## src/rtl/xor_cipher_ctrl.sv

```systemverilog
// xor_cipher_ctrl: burst sequencer that owns IN/SV/en of one XorOp; `KEY_ROTATE_EN rotates the key per byte.
// Latency: input handshake -> out_valid two clocks later; peak one byte per three cycles.
// Backpressure: in_ready only in ACCEPT; the result is held in EMIT until out_ready.
module xor_cipher_ctrl #(
  parameter int WIDTH = 8,
  parameter int LEN_W = 5
) (
  input  logic             clk,
  input  logic             rst_n,
  input  logic             key_load,
  input  logic [WIDTH-1:0] key_in,
  input  logic             start,
  input  logic [LEN_W-1:0] len,
  input  logic             in_valid,
  input  logic [WIDTH-1:0] in_data,
  output logic             in_ready,
  output logic [WIDTH-1:0] xor_in,
  output logic [WIDTH-1:0] xor_sv,
  output logic             xor_en,
  input  logic [WIDTH-1:0] xor_out,
  output logic             out_valid,
  output logic [WIDTH-1:0] out_data,
  input  logic             out_ready,
  output logic             busy,
  output logic             done,
  output logic [LEN_W-1:0] byte_cnt
);

  typedef enum logic [2:0] {
    ST_IDLE    = 3'd0,
    ST_ACCEPT  = 3'd1,
    ST_COMPUTE = 3'd2,
    ST_EMIT    = 3'd3,
    ST_DONE    = 3'd4
  } state_e;

  state_e           state_q, state_d;
  logic [WIDTH-1:0] key_q, key_d;
  logic [WIDTH-1:0] xor_in_q, xor_in_d;
  logic [WIDTH-1:0] out_data_q, out_data_d;
  logic [LEN_W-1:0] byte_cnt_q, byte_cnt_d;
  logic [LEN_W-1:0] len_q, len_d;
  logic             in_ready_q, in_ready_d;
  logic             xor_en_q, xor_en_d;
  logic             out_valid_q, out_valid_d;
  logic             busy_q, busy_d;
  logic             done_q, done_d;

  logic [LEN_W-1:0] cnt_inc;
  logic             last_byte;
  logic             in_hs;
  logic             out_hs;

  assign cnt_inc   = byte_cnt_q + {{(LEN_W-1){1'b0}}, 1'b1};
  assign last_byte = (cnt_inc == len_q);
  assign in_hs     = (state_q == ST_ACCEPT) && in_valid;
  assign out_hs    = (state_q == ST_EMIT) && out_ready;

  always_comb begin
    state_d    = state_q;
    key_d      = key_q;
    xor_in_d   = xor_in_q;
    out_data_d = out_data_q;
    byte_cnt_d = byte_cnt_q;
    len_d      = len_q;
    case (state_q)
      ST_IDLE: begin
        if (key_load) begin
          key_d = key_in;
        end
        if (start) begin
          len_d      = len;
          byte_cnt_d = '0;
          state_d    = (len == '0) ? ST_DONE : ST_ACCEPT;
        end
      end
      ST_ACCEPT: begin
        if (in_hs) begin
          xor_in_d = in_data;
          state_d  = ST_COMPUTE;
        end
      end
      ST_COMPUTE: begin
        // XorOp is combinational and enabled only in this state.
        out_data_d = xor_out;
        state_d    = ST_EMIT;
      end
      ST_EMIT: begin
        if (out_hs) begin
          byte_cnt_d = cnt_inc;
`ifdef KEY_ROTATE_EN
          key_d = {key_q[WIDTH-2:0], key_q[WIDTH-1]};
`else
          key_d = key_q;
`endif
          state_d = last_byte ? ST_DONE : ST_ACCEPT;
        end
      end
      ST_DONE: begin
        state_d = ST_IDLE;
      end
      default: begin
        state_d = ST_IDLE;
      end
    endcase
  end

  // Status strobes are registered off the next state so they are glitch-free at the pins.
  always_comb begin
    in_ready_d  = (state_d == ST_ACCEPT);
    xor_en_d    = (state_d == ST_COMPUTE);
    out_valid_d = (state_d == ST_EMIT);
    busy_d      = (state_d != ST_IDLE);
    done_d      = (state_d == ST_DONE);
  end

  always_ff @(posedge clk or negedge rst_n) begin
    if (!rst_n) begin
      state_q     <= ST_IDLE;
      key_q       <= '0;
      xor_in_q    <= '0;
      out_data_q  <= '0;
      byte_cnt_q  <= '0;
      len_q       <= '0;
      in_ready_q  <= 1'b0;
      xor_en_q    <= 1'b0;
      out_valid_q <= 1'b0;
      busy_q      <= 1'b0;
      done_q      <= 1'b0;
    end else begin
      state_q     <= state_d;
      key_q       <= key_d;
      xor_in_q    <= xor_in_d;
      out_data_q  <= out_data_d;
      byte_cnt_q  <= byte_cnt_d;
      len_q       <= len_d;
      in_ready_q  <= in_ready_d;
      xor_en_q    <= xor_en_d;
      out_valid_q <= out_valid_d;
      busy_q      <= busy_d;
      done_q      <= done_d;
    end
  end

  assign in_ready  = in_ready_q;
  assign xor_in    = xor_in_q;
  assign xor_sv    = key_q;
  assign xor_en    = xor_en_q;
  assign out_valid = out_valid_q;
  assign out_data  = out_data_q;
  assign busy      = busy_q;
  assign done      = done_q;
  assign byte_cnt  = byte_cnt_q;

endmodule

```

## config.mk

```make
export PLATFORM = sky130hd
export DESIGN_NAME = xor_cipher_ctrl
export DESIGN_NICKNAME = d
export VERILOG_FILES = /design/src/rtl/xor_cipher_ctrl.sv
export SDC_FILE = /design/constraint.sdc
export NUM_CORES = 1
export LEC_CHECK = 0
export ABC_AREA = 0
export BUFFER_PORTS_ARGS = -buffer_cell sky130_fd_sc_hd__buf_2
export CAP_MARGIN = 30
export CORE_ASPECT_RATIO = 0.7
export CORE_MARGIN = 5
export CORE_UTILIZATION = 52
export DETAILED_ROUTE_END_ITERATION = 16
export PLACE_DENSITY = 0.84
export SLEW_MARGIN = 15
export SYNTH_ARGS = -nofsm -noshare
export SYNTH_HDL_FRONTEND = slang
export SYNTH_SLANG_ARGS = --single-unit
```

## constraint.sdc

```tcl
create_clock -name clk -period 4.68 [get_ports clk]
set_clock_uncertainty 0.05 [all_clocks]
set_input_delay 0.468 -clock clk [delete_from_list [all_inputs] [get_ports clk]]
set_output_delay 0.468 -clock clk [all_outputs]
set_load 0.03 [all_outputs]
```

==> results of run 1 <==
## cells in the mapped netlist (all sizes together)
master / number / area, um^2
o21ai: 5 / 25.0
nand4: 1 / 6.26
o22ai: 2 / 12.5
xnor2: 3 / 26.3
mux2: 29 / 327
dfrtp: 42 / 1050
inv: 1 / 3.75
a21o: 2 / 15.0
nand2b: 1 / 6.26
nor3: 3 / 31.3
buf: 4 / 38.8
a2111oi: 1 / 27.5
and4b: 1 / 11.3
ha: 1 / 12.5
nor4b: 2 / 47.6
xor2: 5 / 43.8
nand4b: 1 / 8.76
nor2: 8 / 32.5
xnor3: 1 / 22.5
a21oi: 3 / 15.0
o21a: 1 / 7.51
nand2: 8 / 32.5
nand3: 2 / 10.0
or4: 1 / 7.51
## cell usage in the layout (no fill, tap or decap), drive strengths merged, types with 2 or more instances in the layout
cell    instances
buf            69
dfrtp          42
mux2           29
nand2           8
nor2            8
clkbuf          7
xor2            5
o21ai           5
a21oi           3
xnor2           3
nor3            3
nor4b           2
nand3           2
a21o            2
o22ai           2
## flip-flops by register name, indices dropped and copies added (netlist names), 3 cells and up
name	flops
byte_cnt	5
len_q	5
xor_sv	8
state_q	3
out_data	8
xor_in	8
## critical path: stages, from the launching register on
cell       delay [ps]
dfrtp_1           570
nor4b_4           660
o21ai_1           140
o21a_1            180
a2111oi_4         260
## report_power, final
group | leakage, uW | total [uW] | internal [uW] | switching [uW]
Clock | 0.0000482 | 237 | 119 | 118
Sequential | 0.000509 | 653 | 526 | 127
Combinational | 0.000558 | 781 | 312 | 469
## kinds of logic after synthesis
kind of cell | share of synthesized area [%]
DFF | 57.7
muxes | 17.9
and+or+nand+nor | 10.6
AOI/OAI and AO/OA | 5.63
xor gates and xnor gates | 5.08
buffers and inverters | 2.33
adders and majority gates | 0.687
## routing by layer
metal	vias to the layer above	global-route usage (%)	share of wire, %
li1	599	-	-
met1	596	21.2	42
met2	48	28.5	48
met3	3	7.90	9.0
met4	0	5.06	0.32
met5	-	0	0
## cell type report
type / count / share of cell area [%]
clock buffer: 7 / 3.74
clock inverter: 1 / 0.217
inverter: 1 / 0.163
multi-input combinational: 81 / 31.6
sequential: 42 / 45.6
tap: 50 / 2.71
timing repair buffer: 70 / 16.1
## stage by stage
stage / setup WS [ps] / total power (uW) / hold WS, ps / cell area [um^2]
global placement: 2790 / 1410 / 434 / 2190
floorplan: 2880 / 1240 / 122 / 1820
global route: 2600 / 1780 / 327 / 2310
CTS: 2720 / 1690 / 281 / 2280
detailed placement: 2740 / 1450 / 440 / 2190
finish: 2720 / 1670 / 353 / 2310
## final timing paths
path,to,cells past startpoint
min,xor_in[3]$_DFFE_PN0P_,2
max reg2reg,in_ready$_DFF_PN0_,4
max,in_ready$_DFF_PN0_,4
max in group asynchronous,out_data[2]$_DFFE_PN0N_,3
min in group asynchronous,byte_cnt[2]$_DFFE_PN0P_,2
min reg2reg,out_data[2]$_DFFE_PN0N_,1
==> impl_results.md, run 1 <==
- Fill count: 277
- Crit path DAT: around 2100 ps
- TritonCTS clock tree: built
- CTS Hold Bufs: 0
- Worst setup SP type: flip-flop
- Hold WC Path Type: input pin to flip-flop
- Clk root buf: clkbuf_8
- Finish-stage setup viols: 0
- Maximum vdd drop: 0.486 mV
- Core footprint: 3450 um^2
- Setup TNS: 0 ps
- Hold_sp: in_data[3]
- CTS sink count: 42
- Share of cells above drive strength 1: 55.9%
- RSZ-0062 raised after global routing: no
- Layout area overhead: 26.6%
- Largest net degree at the start of global routing: between 40 and 50
- Die Y: 59.5 um
- YS warnings: 0
- Die W: 80.7 um
- GRT Resource Usage Total: 17.5%
- Mapped Area: 1820 um^2
- Origin of the critical flop-to-flop path: state_q[1]$_DFF_PN0_
- # IOs: 69
- Sequential area share after synthesis: 57.7%
- Gpl congestion: between 0.9 and 1
- Max Cap Viol: 0
- Total CTS buffers: 5
- Post-Layout Cell Count: 252
- Clock Path Buffers: 2
- Post-Place Cells: 242
- Syn Inst Count: 128
- Fmax: 509 MHz
- P per Cell Area: 725 nW/um^2
- CP max FO: 12
- Final Hold Fails: 0
- Clock transition at path regs: 80 ps
- Syn nets: 164
- Rel. slew slack: 58.1%
- Vias: about 1,200
- Worst Tran Pin Value: 626 ps
- Htree depth: 2
- Number of global-route vias before repair: 1,307
- Synthesized flop and latch total: 42
- Synth Area per Inst: 14.2 um^2
- CP endpoint kind: flip-flop
- Lkg Pwr: about 0.0011 uW
- First-pass DRT Iterations: 4
- Antenna viol nets, final: 0
- Buffers on Ports: 68
- Max Transition Viols Final: 0
- CP Class: flip-flop to flip-flop
- Nets@finish: 237
- Register area: approximately 1100 um^2
- Drc violations: 0
- DR vias/cell: 4.94
- CTS resizes: 0
- Outcome: finished, final reports clean
- WL/cell: 15.0 um
- Diode count: 0
- Global-route wire length before repair: 6130 um
- Reg2Reg Setup Slack: ~2700 ps
- DPL Wire Length: roughly 2900 um
- Initial antenna violation count: 0
- Postcts setup bufs: 0
- Final core occ: 67.0%
- Die area: 4810 um^2
- Total wire length: 3790 um
- Multi-input gate area: 728 um^2
- Initial core utilization: 52.9%
- Initial DRC count: 126
- Post-synth cell types: 30
- Global route total overflow: 0
- Period utilization: 42.0%
- Row cnt: 18
- CP required: 4820 ps
- Crit path time final: 1960 ps
- Worst-Skew Late Latency: 290 ps
- CP Launch Point: state_q[1]$_DFF_PN0_
(Power assumes the default switching activity.)
==> inputs of run 2 (changes only) <==
CORE_UTILIZATION = 43   (was 52)
PLACE_DENSITY = 0.74   (was 0.84)
clock period = 1.78 ns   (was 4.68 ns; I/O delays follow)
==> run 2 against run 1 <==
Die area grew 18%. Clock-buffer cell count shrank 1. First-iteration DRC count shrank 72%. Via count grew 1.4%. Combinational power grew to 2.8 times the previous value. Final area grew 2.7%. Sequential power grew to 2.5 times the previous value. Hold slack lost 290 ps. Routed wire length grew 1.1%. Clock power grew to 2.5 times the previous value. Power grew to 2.7 times the previous value. Critical path type unchanged. Largest cell class unchanged.
==> impl_results.md, run 2 (synthesis results as in run 1) <==
- Outcome: finished, final reports clean
- Htree depth: 2
- Initial antenna violation count: 0
- Hold WC Path Type: input pin to flip-flop
- Crit path time final: 1690 ps
- First-pass DRT Iterations: 4
- Row cnt: 19
- Final core occ: 59.3%
- Gpl congestion: 0.826
- CP top delay family: flip-flops
- CTS resizes: 0
- Total wire length: about 3800 um
- CP Buf/Inv Count: 0
- # IOs: a little under 70
- P per Cell Area: 1880 nW/um^2
- Clock Path Buffers: 2
- Postcts setup bufs: 0
- Nets@finish: 245
- Hold depth: 2
- CTS sink count: 42
- Worst-Skew Late Latency: 280 ps
- R2R cell count: 5
- Crit Reg-Reg Endpoint: in_ready$_DFF_PN0_
- Max Transition Viols Final: 0
- RSZ-0062 raised after global routing: no
- CP endpoint kind: flip-flop
- Post-place setup slack: 97.6 ps
- CP Class: flip-flop to flip-flop
- Commonest non-fill, non-tap cell in the layout: buf_2
- Lkg Pwr: 0.00115 uW
- Post-Place Cells: between 200 and 300
- Final hold slack: 63.7 ps
- Period utilization: 95.0%
- Number of global-route vias before repair: 1,290
- GRT Resource Usage Total: 14.6%
- Total CTS buffers: 5
- Antenna viol nets, final: 0
- Hold_sp: out_ready
- Register area: 1050 um^2
- Layout area overhead: 30.0%
- Finish-stage setup viols: 0
- Crit path DAT: between 1500 and 2000 ps
- Initial core utilization: 45.6%
- Critical-path cell list: ha_1 -> xnor3_1 -> nand4_1 -> nor3_4 -> a2111oi_4
- Setup TNS: 0 ps
- Origin of the critical flop-to-flop path: byte_cnt[1]$_DFFE_PN0P_
- Clock transition at path regs: 70 ps
- Rel. slew slack: 67.2%
- CP max FO: 4
- Die Y: ~64 um
- Fmax: 591 MHz
- CP Launch Point: byte_cnt[1]$_DFFE_PN0P_
- DPL Wire Length: 2950 um
- Multi-input gate area: ~730 um^2
- Worst setup SP type: flip-flop
- Die W: 87.8 um
- Buffers on Ports: 68
- Reg2Reg Setup Slack: approximately 89 ps
- Largest net degree at the start of global routing: 24
- Final setup margin: 89.2 ps
- Core footprint: 3990 um^2
- Max Cap Viol: 0
- Vias: 1,264
- Clk root buf: clkbuf_8
- Share of cells above drive strength 1: 58.2%
- Final Hold Fails: 0
- Worst Tran Pin Value: 492 ps
- Critical path's slowest cell: dfrtp_1
- WL/cell: 14.7 um
- Drc violations: 0
- Worst Hold End: out_valid$_DFF_PN0_
- TritonCTS clock tree: built
- Fill count: 335
- Global-route wire length before repair: about 6400 um
- Diode count: 0
- Slowest stage delay, CP: 410 ps
- DR vias/cell: 4.86
- Die area: 5660 um^2
- Most frequent cells in the layout: buf_2, dfrtp_1, mux2_2
- Global route total overflow: 0
- Initial DRC count: 35
- Maximum vdd drop: 1.06 mV
- Post-Layout Cell Count: 260
- CP required: 1920 ps
## run 2: how the worst max path moves through the flow
stage	to	slack (ps)	depth (start not counted)
floorplan	in_ready$_DFF_PN0_	20	5
global placement	in_ready$_DFF_PN0_	140	5
detailed placement	in_ready$_DFF_PN0_	100	5
CTS	in_ready$_DFF_PN0_	90	5
global route	in_ready$_DFF_PN0_	10	5
finish	in_ready$_DFF_PN0_	90	5
## run 2: metrics by stage
stage | cell area [um^2] | total power (uW)
6_report | 2370 | 4450
5_1_grt | 2370 | 4750
4_1_cts | 2370 | 4510
3_5_place_dp | 2280 | 3910
3_3_place_gp | 2280 | 3850
2_1_floorplan | 1830 | 3260
## run 2: power breakdown
part / leakage [uW] / total, uW / internal, uW / switching (uW)
Sequential: 0.000508 / 1660 / 1390 / 271
Clock: 0.0000431 / 593 / 299 / 294
Combinational: 0.000603 / 2200 / 894 / 1310
Total: 0.00115 / 4450 / 2580 / 1880
## run 2: layer usage
metal / wire length [um] / track usage (%) / up-vias
met3: 306 / 4.43 / 4
li1: - / - / 614
met2: 1790 / 22.7 / 44
met4: 23 / 4.60 / 0
met5: 0 / 0 / -
met1: 1710 / 19.8 / 602
## run 2: repair_timing
action	in CTS	in global routing
setup endpoints to repair	0	2
hold buffers	1	0
hold endpoints to repair	19	0
## run 2: final cells by class
type | count | area share, %
flip-flops and latches | 42 | 44.4
multi-input cells | 81 | 31.0
repair buffers | 78 | 18.2
clock buffers | 6 | 3.49
well taps | 52 | 2.75
inverters | 1 | 0.158
==> inputs of run 3 (changes only) <==
BUFFER_PORTS_ARGS = -buffer_cell sky130_fd_sc_hd__clkbuf_2   (was -buffer_cell sky130_fd_sc_hd__buf_2)
==> run 3 against run 2 <==
Largest power group unchanged. Core utilization rose by 0.47 points. Via count decreased by 1.1%. Worst setup slack improved by 37 ps. Combinational power hardly changed. Die area did not move. Sequential share of layout area is 0.35 points lower. Final area increased by 0.79%. Non-clock buffer count grew 1. Register-to-register slack improved by 40 ps. Routed wire length down 2.4%. Global-route usage is 0.95 points lower. Critical path depth is the same. Highest routed layer unchanged.
==> impl_results.md, run 3 (synthesis results as in run 1) <==
- CTS sink count: 42
- Rel. slew slack: 66.1%
- # IOs: 69
- Die area: 5660 um^2
- Clk root buf: clkbuf_8
- Row cnt: 19
- Antenna viol nets, final: 0
- Htree depth: 2
- Fmax: 605 MHz
- Post-route design area: 2390 um^2
- Period utilization: 92.9%
- R2R cell count: 5
- Commonest non-fill, non-tap cell in the layout: clkbuf_2
- Largest net degree at the start of global routing: 25
- Global-route wire length before repair: 5990 um
- Fill count: roughly 330
- P per Cell Area: 1880 nW/um^2
- Drc violations: 0
- Initial DRC count: 52
- Die Y: 64.5 um
- TritonCTS clock tree: built
- Total wire length: 3740 um
- Total CTS buffers: 5
- CP required: 1910 ps
- Worst Tran Pin Value: 508 ps
- Outcome: finished, final reports clean
- Diode count: 0
- Clock transition at path regs: 80 ps
- DPL Wire Length: 2990 um
- WL/cell: 14.2 um
- Hold_sp: in_data[4]
- Worst-Skew Late Latency: 280 ps
- Finish-stage setup viols: 0
- Hold WC Path Type: input pin to flip-flop
- CP endpoint kind: flip-flop
- Die W: 87.8 um
- Global route total overflow: 0
- Vias: 1,250
- Buffers on Ports: 68
- Reg2Reg Setup Slack: 130 ps
- Lkg Pwr: roughly 0.0012 uW
- Setup TNS: 0 ps
- Postcts setup bufs: 0
- Crit Reg-Reg Endpoint: in_ready$_DFF_PN0_
- First-pass DRT Iterations: 6
- Dpl cell area: 2280 um^2
- Origin of the critical flop-to-flop path: byte_cnt[1]$_DFFE_PN0P_
- Max Cap Viol: 0
- DR vias/cell: ~4.8
- Worst Hold End: xor_in[4]$_DFFE_PN0P_
- Core footprint: 3990 um^2
- Number of global-route vias before repair: 1,272
- Maximum vdd drop: between 1 and 1.5 mV
- Initial core utilization: 45.6%
- Gpl congestion: 0.828
- Layout area overhead: 31.0%
- CP Class: flip-flop to flip-flop
- Max Transition Viols Final: 0
- CP max FO: 4
- Hold depth: 2
- Final Hold Fails: 0
- Worst setup SP type: flip-flop
- Most frequent cells in the layout: clkbuf_2, dfrtp_1, mux2_2
- Clock Path Buffers: 2
- RSZ-0062 raised after global routing: no
- Initial antenna violation count: 0
- Crit path time final: approximately 1700 ps
- GRT Resource Usage Total: between 10% and 20%
- Nets@finish: 246
- Share of cells above drive strength 1: 58.8%
- Crit path DAT: 1780 ps
run 3: layout make-up:
cell class	instances	area, um^2	area share, %
repair buffers	79	438	18.3
flip-flops and latches	42	1050	44.1
clock buffers	7	86.3	3.62
well taps	52	65.1	2.73
inverters	1	3.75	0.157
clock inverters	1	5.00	0.210
multi-input cells	81	737	30.9
run 3: per-stage QoR:
stage | hold slack (ps) | power [uW] | worst slack (ps) | util, % | std cells
after floorplan | -168 | 3260 | 15.7 | - | 128
after global placement | 117 | 3860 | 137 | 57.2 | 254
after detailed placement | 117 | 3920 | 89.9 | 57.2 | 254
after CTS | 67.3 | 4540 | 69.1 | 59.7 | 263
after global routing | 59.4 | 4740 | 51.8 | 59.8 | 263
final | 73.6 | 4480 | 127 | 59.8 | 263
run 3: how the worst max path moves through the flow:
stage	endpoint	start	slack, ps
finish	in_ready$_DFF_PN0_	byte_cnt[1]$_DFFE_PN0P_	130
global placement	in_ready$_DFF_PN0_	byte_cnt[0]$_DFFE_PN0P_	140
floorplan	in_ready$_DFF_PN0_	byte_cnt[1]$_DFFE_PN0P_	20
CTS	in_ready$_DFF_PN0_	byte_cnt[0]$_DFFE_PN0P_	70
global route	in_ready$_DFF_PN0_	byte_cnt[1]$_DFFE_PN0P_	50
detailed placement	in_ready$_DFF_PN0_	byte_cnt[0]$_DFFE_PN0P_	90
run 3: timing repair:
| action | CTS | global route |
|---|---|---|
| gates resized for setup | 0 | 1 |
| hold endpoints to repair | 18 | 0 |
| setup endpoints to repair | 0 | 1 |
| hold buffers | 1 | 0 |
run 3: power breakdown:
part | total (uW) | internal, uW | switching [uW]
clock | 607 | 313 | 294
sequential | 1670 | 1390 | 280
combinational | 2200 | 895 | 1310
run 3: per-layer routing:
| metal | GRT usage (%) | up-vias | part of all wire (%) |
|---|---|---|---|
| met3 | 4.56 | 2 | 8.6 |
| li1 | - | 618 | - |
| met2 | 21.3 | 42 | 46 |
| met4 | 4.60 | 0 | 0.72 |
| met5 | 0 | - | 0 |
| met1 | 18.0 | 588 | 44 |
run 3: worst max-delay path: stages (launching register included):
cell and delay (ps):
dfrtp_1 410, ha_2 220, xnor3_1 340, nand4_1 140, nor3_4 80, a2111oi_4 310
